`src/rtl/uart_rx.sv`:
```
// rtl/uart_rx.sv - 8N1 UART receiver with one-entry holding register and valid/ready output
module uart_rx #(
  parameter int BIT_CYCLES = 434
) (
  input  logic       clk,
  input  logic       rst,
  input  logic       rx,
  output logic [7:0] recv_data,
  output logic       recv_valid,
  input  logic       recv_ready,
  output logic       frame_err,
  output logic       overrun,
  input  logic       clr_overrun,
  output logic       busy
);

  // Start bit is confirmed at its midpoint; every later sample lands mid-bit.
  localparam int HALF = BIT_CYCLES / 2;
  localparam int CW   = $clog2(BIT_CYCLES);

  localparam logic [CW-1:0] CNT_LAST = CW'(BIT_CYCLES - 1);
  localparam logic [CW-1:0] CNT_HALF = CW'(HALF - 1);

  localparam logic [2:0] IDLE      = 3'd0;
  localparam logic [2:0] START     = 3'd1;
  localparam logic [2:0] DATA      = 3'd2;
  localparam logic [2:0] STOP      = 3'd3;
  localparam logic [2:0] WAIT_IDLE = 3'd4;

  logic [2:0]    state;
  logic [CW-1:0] cnt;
  logic [2:0]    bit_idx;
  logic [7:0]    shreg;
  logic          rx_meta;
  logic          rx_s;
  logic          stop_point;
  logic          deliver;
  logic          stop_bad;

  // Two-flop synchroniser; resets to the idle-high line level.
  always_ff @(posedge clk or posedge rst) begin
    if (rst) begin
      rx_meta <= 1'b1;
      rx_s    <= 1'b1;
    end else begin
      rx_meta <= rx;
      rx_s    <= rx_meta;
    end
  end

  // Stop-bit sample point decides between delivering the byte and flagging a framing error.
  always_comb begin
    stop_point = (state == STOP) && (cnt == CNT_LAST);
    deliver    = stop_point && rx_s;
    stop_bad   = stop_point && !rx_s;
  end

  // Frame sequencer; cnt restarts on every state change.
  always_ff @(posedge clk or posedge rst) begin
    if (rst) begin
      state   <= IDLE;
      cnt     <= '0;
      bit_idx <= 3'd0;
      shreg   <= 8'h00;
    end else begin
      case (state)
        IDLE: begin
          cnt <= '0;
          if (!rx_s) state <= START;
        end
        START: begin
          if (cnt == CNT_HALF) begin
            cnt     <= '0;
            bit_idx <= 3'd0;
            state   <= rx_s ? IDLE : DATA;
          end else begin
            cnt <= cnt + 1'b1;
          end
        end
        DATA: begin
          if (cnt == CNT_LAST) begin
            cnt            <= '0;
            shreg[bit_idx] <= rx_s;
            if (bit_idx == 3'd7) begin
              bit_idx <= 3'd0;
              state   <= STOP;
            end else begin
              bit_idx <= bit_idx + 3'd1;
            end
          end else begin
            cnt <= cnt + 1'b1;
          end
        end
        STOP: begin
          if (cnt == CNT_LAST) begin
            cnt   <= '0;
            state <= rx_s ? IDLE : WAIT_IDLE;
          end else begin
            cnt <= cnt + 1'b1;
          end
        end
        WAIT_IDLE: begin
          cnt <= '0;
          if (rx_s) state <= IDLE;
        end
        default: begin
          cnt   <= '0;
          state <= IDLE;
        end
      endcase
    end
  end

  // Holding register: a delivery may replace a byte only when it is consumed in the same cycle.
  always_ff @(posedge clk or posedge rst) begin
    if (rst) begin
      recv_data  <= 8'h00;
      recv_valid <= 1'b0;
      overrun    <= 1'b0;
      frame_err  <= 1'b0;
    end else begin
      frame_err <= stop_bad;
      if (deliver) begin
        if (!recv_valid || recv_ready) begin
          recv_data  <= shreg;
          recv_valid <= 1'b1;
        end else begin
          overrun <= 1'b1;
        end
      end else if (recv_valid && recv_ready) begin
        recv_valid <= 1'b0;
      end
      if (clr_overrun && !(deliver && recv_valid && !recv_ready)) begin
        overrun <= 1'b0;
      end
    end
  end

  // Busy whenever a frame is in progress or a break is being waited out.
  always_comb begin
    busy = (state != IDLE);
  end

endmodule

```
`config.mk`:
```
export PLATFORM = sky130hd
export DESIGN_NAME = uart_rx
export DESIGN_NICKNAME = d
export VERILOG_FILES = /design/src/rtl/uart_rx.sv
export SDC_FILE = /design/constraint.sdc
export NUM_CORES = 1
export LEC_CHECK = 0
export BUFFER_PORTS_ARGS = -buffer_cell sky130_fd_sc_hd__buf_2
export CAP_MARGIN = 20
export CORE_ASPECT_RATIO = 1.2
export CORE_UTILIZATION = 52
export CTS_CLUSTER_DIAMETER = 60
export DETAILED_ROUTE_END_ITERATION = 8
export GPL_TIMING_DRIVEN = 0
export PLACE_DENSITY = 0.74
export SLEW_MARGIN = 15
export SYNTH_ARGS = -nofsm -noshare
export SYNTH_HDL_FRONTEND = slang
export SYNTH_SLANG_ARGS = --single-unit
```
`constraint.sdc`:
```
create_clock -name clk -period 2.1 [get_ports clk]
set_input_delay 0.21 -clock clk [delete_from_list [all_inputs] [get_ports clk]]
set_output_delay 0.21 -clock clk [all_outputs]
set_load 0.01 [all_outputs]
```
# Word level (Yosys, flattened, before mapping)
# Index checks and enable logic that the tools add are counted.
[op_classes]
div = 0
reduce_logical = 25
n_eq_ne = 15
order_cmp = 2
bitwise = 0
add_sub_neg = 2
muxes = 25
n_shift = 0
mul = 0
[op_table]
columns = ["op", "n"]
rows = [
  ["$mux 3", 10],
  ["$mux 9", 2],
  ["$pmux 9 s2", 1],
  ["$pmux 3 s5", 1],
  ["$ne 2x2->1 const B", 5],
  ["$add 9x1->9 const B", 1],
  ["$eq 9x8->1 const B", 1],
  ["$eq 9x9->1 const B", 1],
  ["$bwmux 8", 1],
  ["$logic_and 1x1->1", 8],
  ["$reduce_and 2->1", 4],
  ["$mux 1", 7],
  ["$eq 3x2->1 const B", 2],
  ["$eq 3x3->1 const B", 2],
  ["$ne 2x1->1 const B", 3],
  ["$pmux 3 s2", 1],
  ["$reduce_and 6->1", 1],
  ["$reduce_bool 2->1", 3],
  ["$logic_not 1->1", 4],
  ["$lt 3x4->1 const B", 1],
  ["$add 3x1->3 const B", 1],
  ["$demux 1 s3", 1],
  ["$eq 3x1->1 const B", 1],
  ["$ge 3x1->1 const B", 1],
  ["other kinds (6)", 6],
]
[totals]
rom_bits = 0
regBits = 36
ram_bits = 0
elab_cells = 79
latch_bits = 0
output_inout_bits = 12
n_memories = 0

# Logic depth before layout (Yosys ltp)
# Gate-level depths: netlist (run 1).
[depth]
word_depth = 9
depth_mapped = 7
depth_no_buf = 6

# Worst setup path before layout (run 1)
# OpenSTA, ideal clock, no wires.
[synth_path]
kind = "register -> register"
start = "register cnt[6]"
end = "register shreg[2]"
period_less_slack_ps = 2243
path_stages_with_launch = 6
n_path_buf = 1
setup_time_ps = 125
t_arrival_ps = 2118
slack_ps = -143
cell_sequence = "dfrtp_1 or4b_4 or3_2 buf_2 nor4b_2 mux2_2"
[synth_between]
elab_chain_len = 2
[synth_rtl]
columns = ["element", "line", "text"]
rows = [
  ["from (decl)", "31", "logic [CW-1:0] cnt;"],
  ["from (signal assigned)", "77", "cnt <= cnt + 1'b1;"],
  ["from (signal assigned)", "91", "cnt <= cnt + 1'b1;"],
  ["from (signal assigned)", "99", "cnt <= cnt + 1'b1;"],
  ["$eq 9x9->1", "81", "if (cnt == CNT_LAST) begin"],
  ["$reduce_and 2->1 (no source line)", "--", ""],
  ["to (signal, indexed assignment)", "83", "shreg[bit_idx] <= rx_s;"],
  ["to (decl)", "33", "logic [7:0] shreg;"],
]
# Every way passes these cells.
# A chain may end at the register's enable or synchronous reset.

# Worst setup path after layout (run 1)
[layout_path]
start = "register cnt[6]"
end = "register shreg[4]"
# Same word-level chain as after synthesis.

==> reports/metrics.cfg, run 1 <==
[final_layout]
area_growth_pct = 26.29
drive_above_1_share_pct = 40.00
layout.cells.most_common_list = dfrtp_1 (34), nor2_1 (16), buf_2 (16)
n_fill_cell = 215
nets = 194
diodes = 0
postLayoutCellArea_sq_um = 2176
final_common_cell = dfrtp_1
instances_no_fill = 221
seqCellArea_sq_um = 903.4
multi_input_area_sq_um = 884.6

[sta]
finalCritPeriodShare_pct = 101.1
tightest_slew_ns = 0.7257
period_needed_ns = 2.122
rsz0062_at_grt = true
setup_viol = 1
slew_headroom_pct = 51.55
maxSlewViolCount = 0
fin_hold_ws_ns = -0.02084
timing.final.ws_setup_ns = -0.02240
tns_ns = -0.02240
finalHoldViolCount = 30
fmax_mhz = 471.2
finClkSkew_ns = 0.006052

[synthesis]
synth.net_count = 159
ys_ff_latch = 36
synthesis.area_sq_um = 1723
synth.distinct_cells = 40
syn_avg_cell_area_sq_um = 11.56
synth_cells = 149
ys_seq_area_share_pct = 52.43
yosysWarningCount = 0

[cts]
cts_root_buf = clkbuf_4
numCtsBuffers = 5
htreeDepth = 2
clk_path_buf_depth = 2
clk_latency_ns = 0.33
cts_tree = yes
clock-sinks = 36
clkTransAtPathRegs_ns = 0.11

[setup_path]
criticalPathCategory = reg2reg
crit_arrival_ns = 2.35
start_kind = flop
crit_start = cnt[6]$_DFF_PP0_
crit_path_max_fanout = 6
critPathRequiredTime_ns = 2.32
cp-end-kind = flop
r2r_start = cnt[6]$_DFF_PP0_

[drt]
drt_first_pass_iters = 4
drc = 0
routed_wl_mm = 3.618
vias = 1267
final_antenna_net_count = 0
wl_per_cell_um = 16.37
dr.first_iter.drc_count = 36
routed_via_density = 5.733

[run_status]
failed_checks = negative hold slack, negative setup slack
outcome = finished, violations left

[floorplanning]
dieWidth_um = 54.55
die-height_um = 65.06
start_util_pct = 55.39
rows = 22
io_pins = 17
dieArea_sq_um = 3548
coreArea_sq_um = 3110

[placement]
place_area_sq_um = 1866
numPortBuffers = 16
dp.final_hpwl_mm = 1.955
gp_congestion = 0.8158
dp_cells = 201

[grt]
grt_overflow = 0
grt_first_pass_wirelength_mm = 5.368
grt_usage_pct = 21.96
grt_start_max_net_pins = 37
grt_pass1_vias = 1200
antenna_found_initial = 0

[min_path]
hp-class = in2async

[power]
p_per_area_nw_per_um2 = 580.1
worst_ir_drop_vdd_mv = 0.5050
p_leak_nw = 1.015

[run]
cap_violations = 0

[cells by family after synthesis]
family / count (synthesis) / synth area share, %
compound gates: 11 / 5.084
xor+xnor: 8 / 4.067
fa+ha+maj: 5 / 3.631
buf+inv: 17 / 4.430
flops: 36 / 52.43
mux: 18 / 11.76
simple gates: 54 / 18.59
[synth_stat cells (all sizes together)]
cell,n,area share [%]
o21ai,1,0.29
a32o,1,0.58
a211oi,1,0.44
o31ai,1,0.44
a311o,1,0.58
or3,3,1.2
nand4b,2,1.0
nor4b,2,1.7
buf,5,1.8
ha,5,3.6
nor2,16,3.5
a21o,1,0.44
nand2,6,1.3
clkbuf,3,0.65
a2bb2oi,1,0.87
dfstp,2,3.1
a31oi,1,0.36
xor2,3,1.5
xnor2,5,2.5
or2,2,0.73
nor3,7,2.0
nor3b,1,0.44
or4b,2,1.4
nor2b,3,1.1
nand3,6,1.7
nand4,1,0.36
nor4,2,1.6
a41oi,1,0.51
a21oi,2,0.58
inv,9,2.0
or3b,1,0.51
dfrtp,34,49
mux2,18,12
[final timing paths]
kind / to / slack, ns / cells after the start
max in group asynchronous: bit_idx[0]$_DFFE_PP0P_ / 1.65 / 2
min reg2reg: rx_s$_DFF_PP1_ / 0.37 / 0
max: shreg[4]$_DFFE_PP0P_ / -0.02 / 4
max reg2reg: shreg[4]$_DFFE_PP0P_ / -0.02 / 4
min: cnt[1]$_DFF_PP0_ / -0.02 / 2
min in group clk: overrun$_DFFE_PP0P_ / 0.16 / 3
[critical path, stage by stage (launching register included)]
cell,delay [ns]
dfrtp_1,0.41
or4b_4,0.56
or3_4,0.42
nor4b_4,0.30
mux2_4,0.33
[stage by stage]
step / worst slack (ns) / hold slack [ns] / total power, W / utilization, %
3_5_place_dp: -0.2837 / 0.3161 / 0.0007344 / 59.98
4_1_cts: -0.1111 / 0.003562 / 0.001269 / 67.70
3_3_place_gp: -0.2560 / 0.3160 / 0.0007337 / 59.98
6_report: -0.02240 / -0.02084 / 0.001262 / 69.95
2_1_floorplan: -0.09244 / 0.2145 / 0.0007250 / -
5_1_grt: -0.09332 / 0.05688 / 0.001296 / 69.95
[flip-flops by register name, indices dropped and copies added, names as in the netlist, 3 cells and up]
signal and count:
cnt 9, recv_data 8, shreg 8, bit_idx 3
state 3
[per-layer routing]
metal  track usage [%]  vias up  share of wire, %
met4             10.58        0               2.2
met5                 0        -                 0
met1             27.96      642                44
met2             33.99       32                50
li1                  -      586                 -
met3             5.399        7               3.2
[power breakdown]
part	leakage (nW)	total (W)	internal (W)	switching [W]
clock network	0.0515	0.000540	0.000316	0.000224
logic	0.483	0.0000242	0.00000508	0.0000191
registers	0.481	0.000698	0.000696	0.00000160
total	1.02	0.00126	0.00102	0.000245
[final cells by class]
cell class,instances,area share [%]
plain buffers,6,1.380
clock inverters,1,1.380
inverters,9,1.553
well taps,36,2.070
repair buffers,29,8.453
flip-flops and latches,36,41.52
clock buffers,7,2.990
multi-input cells,97,40.66
[timing repair]
item                       CTS  global route
setup buffers                7             5
gates resized for setup     16             8
hold buffers                 1             0
pin swaps                    6             6
hold endpoints to repair     1             0
gates cloned                 0             1
setup endpoints to repair   24            17
No activity file was read; power rests on OpenSTA's default activity.
==> inputs of run 2 (changes only) <==
CORE_ASPECT_RATIO = 2   (was 1.2)
==> reports/metrics.cfg, run 2 (synthesized netlist as in run 1, its figures left out) <==
[run_status]
outcome = finished clean

[power]
p_sw_w = 0.0002602  ; +6.3%
power_w = 0.001313  ; +4.0%
p_comb_share_pct = 1.7  ; -0.2 points
p_seq_share_pct = 53.2  ; -2.1 points
p_per_area_nw_per_um2 = 605.8  ; +4.4%
cell_internal_pwr_w = 0.001053  ; +3.5%
switching_share_pct = 19.82  ; +0.43 points
p_clk_share_pct = 45.1  ; +2.3 points
p_leak_nw = 1.021  ; +0.59%
worst_ir_drop_vdd_mv = 0.5291  ; +4.8%

[floorplanning]
dieWidth_um = 42.70  ; -22%
die-height_um = 83.40  ; +28%
rows = 29  ; +32%
io_pins = 17  ; unchanged
dieArea_sq_um = 3561  ; +0.36%
start_util_pct = 54.58  ; -0.81 points
coreArea_sq_um = 3157  ; +1.5%

[drt]
dr.first_iter.drc_count = 32  ; -11%
drt_first_pass_iters = 4  ; unchanged
vias = 1225  ; -3.3%
routed_wl_mm = 3.419  ; -5.5%
wl_per_cell_um = 15.68  ; -4.2%
final_antenna_net_count = 0  ; unchanged
routed_via_density = 5.619  ; -2.0%
drc = 0  ; unchanged

[sta]
finalCritPeriodShare_pct = 99.22  ; -1.8 points
maxSlewViolCount = 0  ; unchanged
fin_hold_ws_ns = 0.02025  ; +0.04109 ns
fmax_mhz = 479.9  ; +1.9%
finClkSkew_ns = 0.008400  ; +0.002349 ns
slew_headroom_pct = 50.77  ; -0.79 points
setup_viol = 0  ; -1
tightest_slew_ns = 0.7374  ; +0.01176 ns
rsz0062_at_grt = true
finalHoldViolCount = 0  ; -100%
period_needed_ns = 2.084  ; -0.03872 ns

[setup_path]
critical_path.slowest_cell = or4b_4
crit_path_max_fanout = 4  ; -2
crit_path_max_incr_delay_ns = 0.47  ; -0.09 ns
crit_path_cell_trace = inv_1, ha_1, or4b_4, nor3_4, a41oi_2, mux2_4
reg2reg_to = bit_idx[0]$_DFFE_PP0P_
worstRegToRegCells = 6  ; +2
crit_start = cnt[1]$_DFF_PP0_
critPathRequiredTime_ns = 2.28  ; -0.04 ns
r2r_start = cnt[1]$_DFF_PP0_
r2r_setup_slack_ns = 0.02  ; +0.04 ns
start_kind = flop
cp-end-kind = flop
criticalPathCategory = reg2reg
crit_arrival_ns = 2.26  ; -0.09 ns
critPathCapture = bit_idx[0]$_DFFE_PP0P_

[min_path]
hp-class = in2reg

[final_layout]
diodes = 0  ; unchanged
max_flop_register = cnt
largest_register_ffs = 9  ; unchanged
fin_util_pct = 68.65  ; -1.3 points
multi_input_area_sq_um = 855.8  ; -3.3%
final_common_cell = dfrtp_1
reg_top3 = cnt: 9 flops, recv_data: 8 flops, shreg: 8 flops
area_growth_pct = 25.78
n_fill_cell = 235  ; +9.3%
seqCellArea_sq_um = 904.6  ; +0.14%
layout.cells.most_common_list = dfrtp_1 (33), nor2_1 (16), buf_2 (16)
nets = 196  ; +1.0%
drive_above_1_share_pct = 39.57  ; -0.43 points

[cts]
clock-sinks = 36  ; unchanged
cts_hold_buf = 0  ; -1
cts_tree = yes
numCtsBuffers = 5  ; unchanged
clkTransAtPathRegs_ns = 0.07  ; -0.04 ns
htreeDepth = 2  ; unchanged
clk_latency_ns = 0.29  ; -0.04 ns
clk_path_buf_depth = 2  ; unchanged
cts_root_buf = clkbuf_8

[grt]
grt_start_max_net_pins = 37  ; unchanged
grt_first_pass_wirelength_mm = 5.616  ; +4.6%
grt_usage_pct = 20.91  ; -1.1 points
antenna_found_initial = 0  ; unchanged
grt_pass1_vias = 1214  ; +1.2%
grt_overflow = 0  ; unchanged

[run]
cap_violations = 0  ; unchanged

[placement]
dp.final_hpwl_mm = 2.170  ; +11%
numPortBuffers = 16  ; unchanged
gp_congestion = 0.7730  ; -5.2%

## run 2: cell count changes in the layout (fill, tap and decap cells not counted), sizes merged
cell         delta
clkinv          +1
dlygate4sd3     -1
clkbuf          -1
buf             +3
## run 2: layer usage
metal  part of all wire, %  routed length [um]  GRT usage (%)
met1                    38                1293          22.82
met2                    56                1898          35.67
met4                   4.2                 142          10.80
met5                     0                   0              0
met3                   2.5                  85          5.217
## run 2: layout make-up
cell class              count  area share (%)
plain buffers               7           1.732
multi-input cells          97           39.49
repair buffers             30           8.718
clock inverters             2           1.617
well taps                  31           1.790
inverters                   9           1.559
clock buffers               6           3.349
flip-flops and latches     36           41.74
## run 2: worst max-delay path: cells and delay by family, from the launching register on
kind,cells,cell delay (ns)
compound gates,1,0.22
fa+ha+maj,1,0.15
buf+inv,1,0.10
flops,1,0.41
mux,1,0.34
simple gates,2,0.75
## run 2: how the worst min path moves through the flow
stage	slack, ns	to	startpoint	cells after the start
final	0.02	rx_meta$_DFF_PP1_	rx	1
after global routing	0.02	rx_meta$_DFF_PP1_	rx	1
after CTS	0.01	rx_meta$_DFF_PP1_	rx	1
after detailed placement	0.32	rx_meta$_DFF_PP1_	rx	1
after global placement	0.32	rx_meta$_DFF_PP1_	rx	1
after floorplan	0.21	rx_meta$_DFF_PP1_	rx	0
## run 2: power by group through the flow
stage | clock, W | combinational, W | sequential (W)
after floorplan | 0 | 0.0000143 | 0.000711
after global placement | 0 | 0.0000220 | 0.000711
after detailed placement | 0 | 0.0000230 | 0.000711
after CTS | 0.000608 | 0.0000233 | 0.000698
after global routing | 0.000638 | 0.0000269 | 0.000698
final | 0.000592 | 0.0000223 | 0.000698
## run 2: metrics by stage
stage / instances / TNS [ns] / worst slack, ns / area, sq um
6_report: 218 / 0 / 0.01632 / 2167
5_1_grt: 218 / -0.5153 / -0.08278 / 2167
4_1_cts: 213 / -0.7024 / -0.09734 / 2086
3_5_place_dp: 196 / -3.518 / -0.3253 / 1859
3_3_place_gp: 196 / -2.640 / -0.2804 / 1859
2_1_floorplan: 149 / -0.7471 / -0.09244 / 1740
## run 2: repair_timing
action	in CTS	in global routing
setup buffers	9	5
gates resized for setup	10	7
setup endpoints to repair	24	25
endpoints found under the hold margin	0	0
pin swaps	6	4
cloned	0	1
==> inputs of run 3 (changes only) <==
CELL_PAD_IN_SITES_DETAIL_PLACEMENT = 1   (was unset)
CELL_PAD_IN_SITES_GLOBAL_PLACEMENT = 1   (was unset)
CORE_UTILIZATION = 42   (was 52)
PLACE_DENSITY = unset   (was 0.74)
PLACE_DENSITY_LB_ADDON = 0.1   (was unset)
==> reports/metrics.cfg, run 3 (synthesized netlist as in run 1, its figures left out) <==
[final_layout]
nets = 197  ; +0.51%
postLayoutCellArea_sq_um = 2253  ; +4.0%
diodes = 0  ; unchanged
final_common_cell = dfrtp_1
seqCellArea_sq_um = 905.9  ; +0.14%
area_growth_pct = 30.79
n_fill_cell = 413  ; +76%
largest_register_ffs = 9  ; unchanged
layout.cells.most_common_list = dfrtp_1 (32), nor2_1 (16), buf_2 (16)
multi_input_area_sq_um = 904.6  ; +5.7%
max_flop_register = cnt
reg_top3 = cnt: 9 flops, recv_data: 8 flops, shreg: 8 flops
drive_above_1_share_pct = 43.09  ; +3.5 points

[grt]
grt_overflow = 0  ; unchanged
grt_start_max_net_pins = 37  ; unchanged
grt_usage_pct = 22.27  ; +1.4 points
grt_pass1_vias = 1412  ; +16%
grt_first_pass_wirelength_mm = 6.879  ; +22%
antenna_found_initial = 0  ; unchanged

[setup_path]
r2r_setup_slack_ns = 0.01  ; about the same
crit_path_max_fanout = 10  ; +6
cpLargestDelayFamily = simple AND/OR/NAND/NOR gates
criticalPathCategory = reg2reg
crit_path_max_incr_delay_ns = 0.44  ; -0.03 ns
crit_path_cell_trace = buf_4, or3b_4, or3_4, nor4_1, mux2_2
start_kind = flop
critPathRequiredTime_ns = 2.28  ; about the same
critical_path.slowest_cell = or3_4
cp-end-kind = flop
crit_arrival_ns = 2.27  ; about the same
critPathBufInv = 1  ; unchanged

[power]
switching_share_pct = 20.73  ; +0.91 points
cell_internal_pwr_w = 0.001053  ; about the same
worst_ir_drop_vdd_mv = 0.3456  ; -35%
p_per_area_nw_per_um2 = 589.3  ; -2.7%
power_w = 0.001328  ; +1.2%
p_sw_w = 0.0002753  ; +5.8%
p_seq_share_pct = 52.6  ; -0.6 points
p_comb_share_pct = 1.8  ; about the same
p_clk_share_pct = 45.7  ; +0.6 points
p_leak_nw = 1.031  ; +0.94%

[placement]
numPortBuffers = 16  ; unchanged
gp_congestion = 0.6948  ; -10%
place_area_sq_um = 1884  ; +1.3%
dp.final_hpwl_mm = 2.735  ; +26%

[floorplanning]
rows = 32  ; +10%
dieWidth_um = 47.29  ; +11%
io_pins = 17  ; unchanged
dieArea_sq_um = 4378  ; +23%
start_util_pct = 44.36  ; -10 points
die-height_um = 92.58  ; +11%
coreArea_sq_um = 3884  ; +23%

[cts]
cts_tree = yes
clock-sinks = 36  ; unchanged
cts_hold_buf = 0  ; unchanged
numCtsBuffers = 5  ; unchanged
htreeDepth = 2  ; unchanged
cts_root_buf = clkbuf_8
clk_path_buf_depth = 2  ; unchanged
clkTransAtPathRegs_ns = 0.08  ; about the same
clk_latency_ns = 0.29  ; about the same

[sta]
slew_headroom_pct = 49.11  ; -1.7 points
maxSlewViolCount = 0  ; unchanged
finalCritPeriodShare_pct = 99.46  ; +0.24 points
setup_viol = 0  ; unchanged
fin_hold_ws_ns = 0.008875  ; -0.01137 ns
tightest_slew_ns = 0.7623  ; +0.02484 ns
period_needed_ns = 2.089  ; +0.005070 ns
rsz0062_at_grt = true
finalHoldViolCount = 0  ; unchanged
finClkSkew_ns = 0.008874  ; +0.0004740 ns
tns_ns = 0  ; unchanged
fmax_mhz = 478.8  ; -0.24%

[drt]
final_antenna_net_count = 0  ; unchanged
drc = 0  ; unchanged
dr.first_iter.drc_count = 10  ; -69%
routed_wl_mm = 4.204  ; +23%
routed_via_density = 5.326  ; -5.2%
wl_per_cell_um = 17.59  ; +12%
drt_first_pass_iters = 3  ; -1
vias = 1273  ; +3.9%

[run]
cap_violations = 0  ; unchanged

[run_status]
outcome = finished clean

[min_path]
hp-class = in2reg

-- run 3: cell count changes in the layout (fill, tap and decap cells not counted) --
cell     change
mux2_2       -4
mux2_4       +4
inv_1        -2
inv_2        +2
nor3_1       -2
nor3_2       +2
a41oi_2      -1
a41oi_4      +1
buf_6        +1
dfrtp_1      -1
dfrtp_2      +1
ha_1         -1
ha_4         +1
-- run 3: power groups by stage --
stage,logic [W],clock network (W),registers [W]
after detailed placement,0.0000243,0,0.000711
final,0.0000234,0.000607,0.000698
after global placement,0.0000226,0,0.000711
after floorplan,0.0000143,0,0.000711
after CTS,0.0000246,0.000616,0.000698
after global routing,0.0000278,0.000652,0.000698
-- run 3: area by class of cell --
| type | instances | area share [%] |
|---|---|---|
| sequential | 36 | 40.20 |
| inverter | 9 | 1.499 |
| clock inverter | 2 | 1.555 |
| tap | 51 | 2.832 |
| multi-input combinational | 97 | 40.14 |
| clock buffer | 6 | 3.220 |
| buffer | 7 | 1.666 |
| timing repair buffer | 31 | 8.884 |
-- run 3: worst paths after layout --
path                                            from                    to  depth (start not counted)
worst max-delay path            state[1]$_DFFE_PP0P_  shreg[0]$_DFFE_PP0P_                          5
worst min register to register     rx_meta$_DFF_PP1_        rx_s$_DFF_PP1_                          0
max in group asynchronous                        rst      cnt[2]$_DFF_PP0_                          2
min in group asynchronous                        rst  state[2]$_DFFE_PP0P_                          2
worst max register to register  state[1]$_DFFE_PP0P_  shreg[0]$_DFFE_PP0P_                          5
worst min-delay path                              rx     rx_meta$_DFF_PP1_                          1
-- run 3: what timing repair did --
action | 4_1_cts | 5_1_grt
cloned | 0 | 1
gates resized for setup | 16 | 14
setup endpoints to repair | 26 | 29
pin swaps | 6 | 6
buffers inserted | 9 | 6
-- run 3: metrics by stage --
step	utilization (%)	setup WS, ns	std cells
floorplan	-	-0.09244	149
global placement	48.52	-0.2830	216
detailed placement	48.52	-0.3109	216
global route	58.02	-0.03690	239
CTS	54.64	-0.1065	232
finish	58.02	0.01125	239
-- run 3: worst register-to-register path: cells and delay by family, from the launching register on --
family | cells | cell delay (ns)
DFF | 1 | 0.33
muxes | 1 | 0.37
and+or+nand+nor | 3 | 1.11
buffers and inverters | 1 | 0.15
-- run 3: metal layers --
metal | global-route usage (%) | up-vias | wire length [um]
met4 | 10.24 | 0 | 91
met5 | 0 | - | 0
met2 | 39.38 | 14 | 2481
li1 | - | 596 | -
met1 | 23.45 | 655 | 1567
met3 | 3.899 | 8 | 63
